$ cat src/rtl/mdpad_pkg.sv
// Shared button indices, pad phase encoding and the pad output mapping.
package mdpad_pkg;

  localparam int unsigned BTN_U = 0;
  localparam int unsigned BTN_D = 1;
  localparam int unsigned BTN_L = 2;
  localparam int unsigned BTN_R = 3;
  localparam int unsigned BTN_B = 4;
  localparam int unsigned BTN_C = 5;
  localparam int unsigned BTN_A = 6;
  localparam int unsigned BTN_S = 7;
  localparam int unsigned BTN_Z = 8;
  localparam int unsigned BTN_Y = 9;
  localparam int unsigned BTN_X = 10;
  localparam int unsigned BTN_M = 11;

  typedef enum logic [2:0] {PH_IDLE, PH_1, PH_2, PH_SIX, PH_POST} phase_e;

  localparam phase_e PH_MAX = PH_POST;

  // Returns {up, down, left, right, p6, p9}, active low.
  function automatic logic [5:0] pad_map(input logic       i_sel,
                                         input phase_e     i_ph,
                                         input logic [11:0] i_btn,
                                         input logic       i_six);
    logic [5:0] v;
    logic       six_ph;
    six_ph = i_six && (i_ph == PH_SIX);
    if (i_sel) begin
      if (six_ph) begin
        v = {~i_btn[BTN_Z], ~i_btn[BTN_Y], ~i_btn[BTN_X], ~i_btn[BTN_M],
             ~i_btn[BTN_B], ~i_btn[BTN_C]};
      end else begin
        v = {~i_btn[BTN_U], ~i_btn[BTN_D], ~i_btn[BTN_L], ~i_btn[BTN_R],
             ~i_btn[BTN_B], ~i_btn[BTN_C]};
      end
    end else if (six_ph) begin
      v = {4'b0000, ~i_btn[BTN_A], ~i_btn[BTN_S]};
    end else if (i_six && (i_ph == PH_POST)) begin
      v = {4'b1111, ~i_btn[BTN_A], ~i_btn[BTN_S]};
    end else begin
      v = {~i_btn[BTN_U], ~i_btn[BTN_D], 2'b00, ~i_btn[BTN_A], ~i_btn[BTN_S]};
    end
    return v;
  endfunction

endpackage

$ cat src/rtl/sync_edge.sv
// Select-line synchroniser followed by a registered level and falling-edge pulse.
module sync_edge
  import mdpad_pkg::*;
#(
  parameter int unsigned STAGES = 2
) (
  input  logic i_clk,
  input  logic i_res_n,
  input  logic i_async,
  output logic o_sel,
  output logic o_fall
);

  logic [STAGES-1:0] r_sync;
  logic              r_sel;
  logic              r_fall;

  // Level and pulse are registered together so they stay aligned.
  always_ff @(posedge i_clk or negedge i_res_n) begin
    if (!i_res_n) begin
      r_sync <= '1;
      r_sel  <= 1'b1;
      r_fall <= 1'b0;
    end else begin
      r_sync <= {r_sync[STAGES-2:0], i_async};
      r_sel  <= r_sync[STAGES-1];
      r_fall <= r_sel & ~r_sync[STAGES-1];
    end
  end

  assign o_sel  = r_sel;
  assign o_fall = r_fall;

endmodule

$ cat src/rtl/megadrive_pad_responder.sv
// Mega Drive pad responder; define PAD_SIX_BUTTON_EN for the six-button pad,
// otherwise a plain three-button pad is built.
module megadrive_pad_responder
  import mdpad_pkg::*;
#(
  parameter int unsigned SYNC_STAGES    = 2,
  parameter int unsigned TIMEOUT_CYCLES = 36000
) (
  input  logic        clk_i,
  input  logic        res_n_i,
  input  logic        select_i,
  input  logic [11:0] buttons_i,
  output logic        pad_up_o,
  output logic        pad_down_o,
  output logic        pad_left_o,
  output logic        pad_right_o,
  output logic        pad_p6_o,
  output logic        pad_p9_o,
  output logic [2:0]  phase_o
);

  logic   w_sel;
  logic   w_fall;
  logic   w_expire;
  phase_e r_phase;
  phase_e w_phase_d;
  logic [5:0] r_pad;

  sync_edge #(
    .STAGES(SYNC_STAGES)
  ) u_sync_edge (
    .i_clk  (clk_i),
    .i_res_n(res_n_i),
    .i_async(select_i),
    .o_sel  (w_sel),
    .o_fall (w_fall)
  );

`ifdef PAD_SIX_BUTTON_EN
  localparam logic SIX = 1'b1;
  localparam int unsigned TW = (TIMEOUT_CYCLES > 1) ? $clog2(TIMEOUT_CYCLES) : 1;

  logic [TW-1:0] r_to;

  assign w_expire = (r_to == TW'(TIMEOUT_CYCLES - 1));

  always_ff @(posedge clk_i or negedge res_n_i) begin
    if (!res_n_i) begin
      r_to <= '0;
    end else if (w_fall) begin
      r_to <= '0;
    end else if (!w_expire) begin
      r_to <= r_to + TW'(1);
    end
  end
`else
  localparam logic SIX = 1'b0;
  logic w_unused_timeout;

  assign w_unused_timeout = ^TIMEOUT_CYCLES;
  assign w_expire         = 1'b0;
`endif

  // A falling edge always beats a coincident timeout.
  always_comb begin
    w_phase_d = r_phase;
    if (w_fall) begin
      if (r_phase != PH_MAX) begin
        w_phase_d = phase_e'(r_phase + 3'd1);
      end
    end else if (w_expire) begin
      w_phase_d = PH_IDLE;
    end
  end

  always_ff @(posedge clk_i or negedge res_n_i) begin
    if (!res_n_i) begin
      r_phase <= PH_IDLE;
      r_pad   <= '1;
    end else begin
      r_phase <= w_phase_d;
      r_pad   <= pad_map(w_sel, w_phase_d, buttons_i, SIX);
    end
  end

  assign {pad_up_o, pad_down_o, pad_left_o, pad_right_o, pad_p6_o, pad_p9_o} = r_pad;
  assign phase_o = r_phase;

endmodule

$ cat config.mk
export PLATFORM = sky130hd
export DESIGN_NAME = megadrive_pad_responder
export DESIGN_NICKNAME = d
export VERILOG_FILES = /design/src/rtl/mdpad_pkg.sv /design/src/rtl/sync_edge.sv /design/src/rtl/megadrive_pad_responder.sv
export SDC_FILE = /design/constraint.sdc
export NUM_CORES = 1
export LEC_CHECK = 0
export ABC_AREA = 1
export BUFFER_PORTS_ARGS = -buffer_cell sky130_fd_sc_hd__buf_2
export CELL_PAD_IN_SITES_DETAIL_PLACEMENT = 0
export CELL_PAD_IN_SITES_GLOBAL_PLACEMENT = 1
export CORE_UTILIZATION = 33
export CTS_BUF_LIST = sky130_fd_sc_hd__clkbuf_8
export CTS_CLUSTER_SIZE = 30
export DETAILED_ROUTE_END_ITERATION = 8
export HOLD_SLACK_MARGIN = 0.12
export PLACE_DENSITY = 0.83
export SLEW_MARGIN = 20
export SYNTH_ARGS = -nofsm -noshare
export SYNTH_HDL_FRONTEND = slang
export SYNTH_SLANG_ARGS = --single-unit
$ cat constraint.sdc
create_clock -name clk_i -period 1.4 [get_ports clk_i]
set_input_delay 0.07 -clock clk_i [delete_from_list [all_inputs] [get_ports clk_i]]
set_output_delay 0.07 -clock clk_i [all_outputs]
set_load 0.03 [all_outputs]
==> out/qor.csv, run 1 <==
metric,value,unit
fin. max-slew vios,0,
Routed WL,929,µm
Die ar.,0.00162,mm²
Final Setup Violations,0,
Slew Limit Headroom,0.807,
#FFs+latches synth,13,
final clock skew,0.000773,ns
num ports,24,
setup TNS,0,ns
IO buf count,19,
drt via density,4.22,
Post-Synthesis Net Count,62,
area of the multi-input gates,116,µm²
final setup margin,0.265,ns
Hold Buf Count CTS,10,
Slew @ Worst Pin,0.290,ns
Mapped Cells,45,
Placed Instances,79,
Die Ht,40.3,µm
minimum clock period,1.13,ns
Starting DRT DRC Count,2,
Compound-Gate Fraction of Synth Area,0.0311,
latest clock arrival within the worst-skew pair,0.24,ns
starting density of the core,0.362,
layout cells sized above 1,0.423,
largest net degree at the start of global routing,14,
Worst Path Required,1.58,ns
clock share of power,0.274,
Max-Cap Viols,0,
vias,392,
P_int,0.768,mW
Min Hold Slack,0.242,ns
power per cell area,1580,mW/mm²
maximum VDD drop,1040,µV
GRT met1 Usage,0.141,
type of the tightest min-delay check,in -> async,
mux contribution to synthesized area,0,
initial antenna violation count,0,
vias in the first global route,356,
synth unique cells,9,
met2 Use GR,0.250,
Root Driver,clkbuf_8,
P_sw,0.404,mW
Post-Synth Simple-Gate Area,0.158,
GPL Wtd Cong,0.577,
main combinational cell family by area after synthesis,simple AND/OR/NAND/NOR gates,
drt drc,0,
area grow syn2layout,53.6,%
fin crit share,0.811,
core area,0.00133,mm²
status,finished clean,
Clock transition at path regs,0.05,ns
CTS resizes,0,
post-route insts no fill,93,
Adder-Cell Fraction of Synth Area,0.0518,
f_max,881,MHz
gr ovfl total,0,
Cell Rows,13,
Clock Tree Buf Depth,2,
combinational power share,0.300,
first-pass GRT wire length,1380,µm
synth warn,0,
WS Path Type,reg -> reg,
syn_area_per_cell,10.7,µm²
antenna cells,0,
H-tree lvl count,1,
sequential cell area,337,µm²
grt peak-use layer,met2,
Post-DRT Antenna Nets,0,
Final Hold Viols,0,
Post-DP Area,597,µm²
Lkg Pwr,0.391,nW
die width,40.3,µm
Critical Path AT,1.32,ns
RSZ-0062 raised after global routing,no,
Tot Pwr,1.17,mW
pre-CTS setup slack,0.275,ns
Post-CTS Setup Inserts,0,
CP Max Fanout,4,
CTS sink cnt,13,
"Cell Area, Synth",483,µm²
sequential element share of the synthesized area,0.697,
Filler cells,128,
Reg power frac,0.426,
DRT Pass-1 Iters,4,
design area,742,µm²
Sw Share,0.345,
Post-Route Utilization,0.556,
hpwl dp,598,µm
xor/xnor share of the synthesized area,0,
GRT Total Usage,0.144,
CTS tree,done,
Startpoint Class,flip-flop,
routed len/inst,9.99,µm
NumNets Final,96,
CP endpoint kind,flip-flop,
met3 global-route usage,0.0500,
TritonCTS buffer count,3,
worst paths after layout:
check,startpoint,end,slack [ns],cells after the start
max in group asynchronous,res_n_i,r_pad[3]$_DFF_PN1_,0.88,2
min in group clk_i,u_sync_edge.r_sync[0]$_DFF_PN1_,u_sync_edge.r_sync[1]$_DFF_PN1_,0.36,0
max reg2reg,phase_o[0]$_DFFE_PN0P_,phase_o[2]$_DFFE_PN0P_,0.27,5
max,phase_o[0]$_DFFE_PN0P_,phase_o[2]$_DFFE_PN0P_,0.27,5
min,res_n_i,phase_o[0]$_DFFE_PN0P_,0.24,2
min reg2reg,u_sync_edge.r_sync[0]$_DFF_PN1_,u_sync_edge.r_sync[1]$_DFF_PN1_,0.36,0
cell usage in the layout, fill, tap and decap left out:
cell,n
buf_2,19
dfstp_2,9
inv_1,9
or2_2,2
a21oi_1,1
nand2_1,14
dlygate4sd3_1,10
o21ai_0,2
nor2_1,3
ha_1,2
dfrtp_1,4
clkbuf_8,3
worst max-delay path, cell delays in order, from the launching register on:
cell	delay (ns)
dfrtp_1	0.38
inv_1	0.07
ha_1	0.21
a21oi_1	0.26
nand2_1	0.09
nand2_1	0.06
cell families after synthesis:
logic type                 Yosys count
adders and majority gates            2
buffers and inverters                8
AOI/OAI and AO/OA                    3
and+or+nand+nor                     19
DFF                                 13
synth_stat cells:
cell     number  share of area
dfrtp_1       4           0.21
nor2_1        3          0.023
or2_2         2          0.026
dfstp_2       9           0.49
o21ai_0       2          0.021
inv_1         8          0.062
ha_1          2          0.052
a21oi_1       1          0.010
nand2_1      14           0.11
routing by layer:
metal	share of wire	wire [µm]	vias to the layer above
met5	0	0	-
met4	0.015	14	0
met3	0.054	50	2
met2	0.52	484	16
met1	0.41	380	177
li1	-	-	197
area by class of cell:
cell class                      count  area share
Clock buffer                        3      0.0556
Clock inverter                      1     0.00506
Inverter                            8      0.0405
Multi-Input combinational cell     24       0.157
Sequential cell                    13       0.454
Tap cell                           15      0.0253
Timing Repair Buffer               29       0.263
power by group through the flow:
stage / Clock [mW] / Sequential, mW / Combinational, mW
after CTS: 0.335 / 0.500 / 0.356
final: 0.321 / 0.499 / 0.351
after detailed placement: 0 / 0.506 / 0.335
after global placement: 0 / 0.501 / 0.322
after global routing: 0.338 / 0.509 / 0.405
after floorplan: 0 / 0.608 / 0.127
flip-flops by register name, indices dropped and copies added (netlist names):
signal and flops:
u_sync_edge.o_sel 1, phase_o 3, u_sync_edge.r_sync 2, u_sync_edge.o_fall 1, r_pad 6
Power figures use the tool's default switching activity.
==> inputs of run 2 (changes only) <==
--- a/config.mk
+++ b/config.mk
@@ -9,12 +9,12 @@
 export BUFFER_PORTS_ARGS = -buffer_cell sky130_fd_sc_hd__buf_2
 export CELL_PAD_IN_SITES_DETAIL_PLACEMENT = 0
 export CELL_PAD_IN_SITES_GLOBAL_PLACEMENT = 1
-export CORE_UTILIZATION = 33
+export CORE_UTILIZATION = 30
 export CTS_BUF_LIST = sky130_fd_sc_hd__clkbuf_8
 export CTS_CLUSTER_SIZE = 30
 export DETAILED_ROUTE_END_ITERATION = 8
 export HOLD_SLACK_MARGIN = 0.12
-export PLACE_DENSITY = 0.83
+export PLACE_DENSITY = 0.8
 export SLEW_MARGIN = 20
 export SYNTH_ARGS = -nofsm -noshare
 export SYNTH_HDL_FRONTEND = slang
==> constraint.sdc (replaced) <==
create_clock -name clk_i -period 0.98 [get_ports clk_i]
set_input_delay 0.049 -clock clk_i [delete_from_list [all_inputs] [get_ports clk_i]]
set_output_delay 0.049 -clock clk_i [all_outputs]
set_load 0.03 [all_outputs]
==> out/qor.csv, run 2 (same netlist as run 1, synthesis figures left out) <==
metric,value,unit,change
status,"complete, but fails checks",,
failing checks,setup timing,,
Root Driver,clkbuf_8,,
P_int,1.17,mW,+52%
final clock skew,0.00617,ns,+0.00540 ns
area of the multi-input gates,145,µm²,+25%
worst path bufs/invs,1,,unchanged
latest clock arrival within the worst-skew pair,0.24,ns,about the same
WS Path Type,reg -> reg,,
Slew Limit Headroom,0.815,,+0.00810
most frequent cells in the layout,"buf_2 (13), nand2_1 (12), dlygate4sd3_1 (10)",,
post-route insts no fill,94,,+1.1%
combinational power share,0.334,,+0.034
CTS tree,done,,
GPL Wtd Cong,0.698,,+21%
Final Hold Viols,0,,unchanged
CTS sink cnt,13,,unchanged
Levels on crit path,5,,unchanged
RSZ-0062 raised after global routing,yes,,
CP endpoint kind,flip-flop,,
NumNets Final,96,,unchanged
Worst Path Required,1.16,ns,-0.42 ns
Routed WL,996,µm,+7.2%
fin crit share,1.01,,+0.198
DRT Pass-1 Iters,2,,-2
CP cell instances,"inv_2, ha_4, a21oi_4, nand2_1, nand2_1",,
"Slowest-stage cell, CP",dfrtp_2,,
first-pass GRT wire length,1590,µm,+15%
largest net degree at the start of global routing,14,,unchanged
drt via density,4.36,,+3.5%
Reg power frac,0.417,,-0.009
Die Ht,42.1,µm,+4.6%
Largest Register,r_pad,,
max reg flops,6,,unchanged
Die ar.,0.00177,mm²,+9.5%
Critical Path AT,1.16,ns,-0.16 ns
IO buf count,19,,unchanged
Starting DRT DRC Count,1,,-1
TritonCTS buffer count,3,,unchanged
antenna cells,0,,unchanged
die width,42.1,µm,+4.6%
vias,410,,+4.6%
Crit path top cell by count,nand2_1,,
maximum VDD drop,1400,µV,+35%
Cell Rows,14,,+1
Clock Tree Buf Depth,2,,unchanged
Slew @ Worst Pin,0.278,ns,-0.0122 ns
fin. max-slew vios,0,,unchanged
initial antenna violation count,0,,unchanged
CP Max Fanout,4,,unchanged
num ports,24,,unchanged
GRT Total Usage,0.123,,-0.0208
H-tree lvl count,1,,unchanged
drt drc,0,,unchanged
starting density of the core,0.321,,-0.0415
sequential cell area,340,µm²,+1.1%
f_max,1010,MHz,+15%
final setup margin,-0.00820,ns,-0.273 ns
Tot Pwr,1.81,mW,+55%
vias in the first global route,414,,+16%
critical path's top delay family,flip-flops,,
pre-CTS setup slack,0.00667,ns,-0.268 ns
Startpoint Class,flip-flop,,
Max-Cap Viols,0,,unchanged
hpwl dp,645,µm,+7.9%
gr ovfl total,0,,unchanged
layout cells sized above 1,0.538,,+0.115
Clock transition at path regs,0.05,ns,about the same
type of the tightest min-delay check,in -> async,,
Lkg Pwr,0.393,nW,+0.38%
P_sw,0.644,mW,+60%
routed len/inst,10.6,µm,+6.1%
cell depth of the worst flop-to-flop path,5,,unchanged
Filler cells,143,,+12%
minimum clock period,0.988,ns,-0.147 ns
Max stage delay on crit path,0.39,ns,about the same
core area,0.00151,mm²,+13%
Post-DRT Antenna Nets,0,,unchanged
power per cell area,2290,mW/mm²,+45%
Final Setup Violations,1,,+1
clock share of power,0.249,,-0.025
area grow syn2layout,63.7,%,
setup TNS,-0.00820,ns,-0.00820 ns
"most common cell after layout, fill and taps aside",buf_2,,
Placed Instances,80,,+1.3%
Sw Share,0.356,,+0.0110
run 2: cell counts in the layout (fill, tap and decap cells not counted):
Identical to the previous run, type by type.
run 2: metal layers:
metal,GRT usage,vias up,share of wire
met2,0.234,13,0.59
li1,-,196,-
met5,0,-,0
met1,0.118,201,0.36
met3,0.0647,0,0.049
met4,0.0188,0,0
run 2: worst paths after layout:
path                       slack, ns                               to                       startpoint
hold reg to reg                 0.36  u_sync_edge.r_sync[1]$_DFF_PN1_  u_sync_edge.r_sync[0]$_DFF_PN1_
hold / removal                  0.23     u_sync_edge.o_fall$_DFF_PN0_                          res_n_i
setup reg to reg              -0.008           phase_o[0]$_DFFE_PN0P_           phase_o[0]$_DFFE_PN0P_
max in group asynchronous       0.47               r_pad[3]$_DFF_PN1_                          res_n_i
min in group clk_i              0.36  u_sync_edge.r_sync[1]$_DFF_PN1_  u_sync_edge.r_sync[0]$_DFF_PN1_
setup / recovery              -0.008           phase_o[0]$_DFFE_PN0P_           phase_o[0]$_DFFE_PN0P_
run 2: worst reg2reg max path, delay by kind of cell (launching register included):
family	cells	cell delay, ns
adders and majority gates	1	0.17
buffers and inverters	1	0.06
and+or+nand+nor	2	0.14
DFF	1	0.39
AOI/OAI and AO/OA	1	0.16
run 2: cell type report:
cell class	count	area share
sequential	13	0.430
multi-input combinational	24	0.184
clock inverter	1	0.00475
tap	16	0.0253
clock buffer	3	0.0522
timing repair buffer	29	0.266
inverter	8	0.0380
run 2: metrics by stage:
stage	instance area, µm²	hold WS, ns	utilization
after floorplan	502	-0.247	-
after global placement	617	-0.0611	0.409
after detailed placement	617	-0.0548	0.409
after CTS	774	0.224	0.514
after global routing	791	0.267	0.525
final	791	0.227	0.525
run 2: power groups by stage:
stage	registers (mW)	clock network (mW)	logic, mW
after floorplan	0.888	0	0.232
after global placement	0.734	0	0.515
after detailed placement	0.743	0	0.531
after CTS	0.737	0.462	0.571
after global routing	0.767	0.486	0.672
final	0.756	0.450	0.606
run 2: timing repair:
| item | 4_1_cts | 5_1_grt |
|---|---|---|
| hold buffers | 10 | 0 |
| buffers inserted | 0 | 0 |
| resized for setup | 5 | 7 |
| setup endpoints to repair | 6 | 6 |
| pin swaps | 0 | 2 |
| hold endpoints to repair | 20 | 0 |
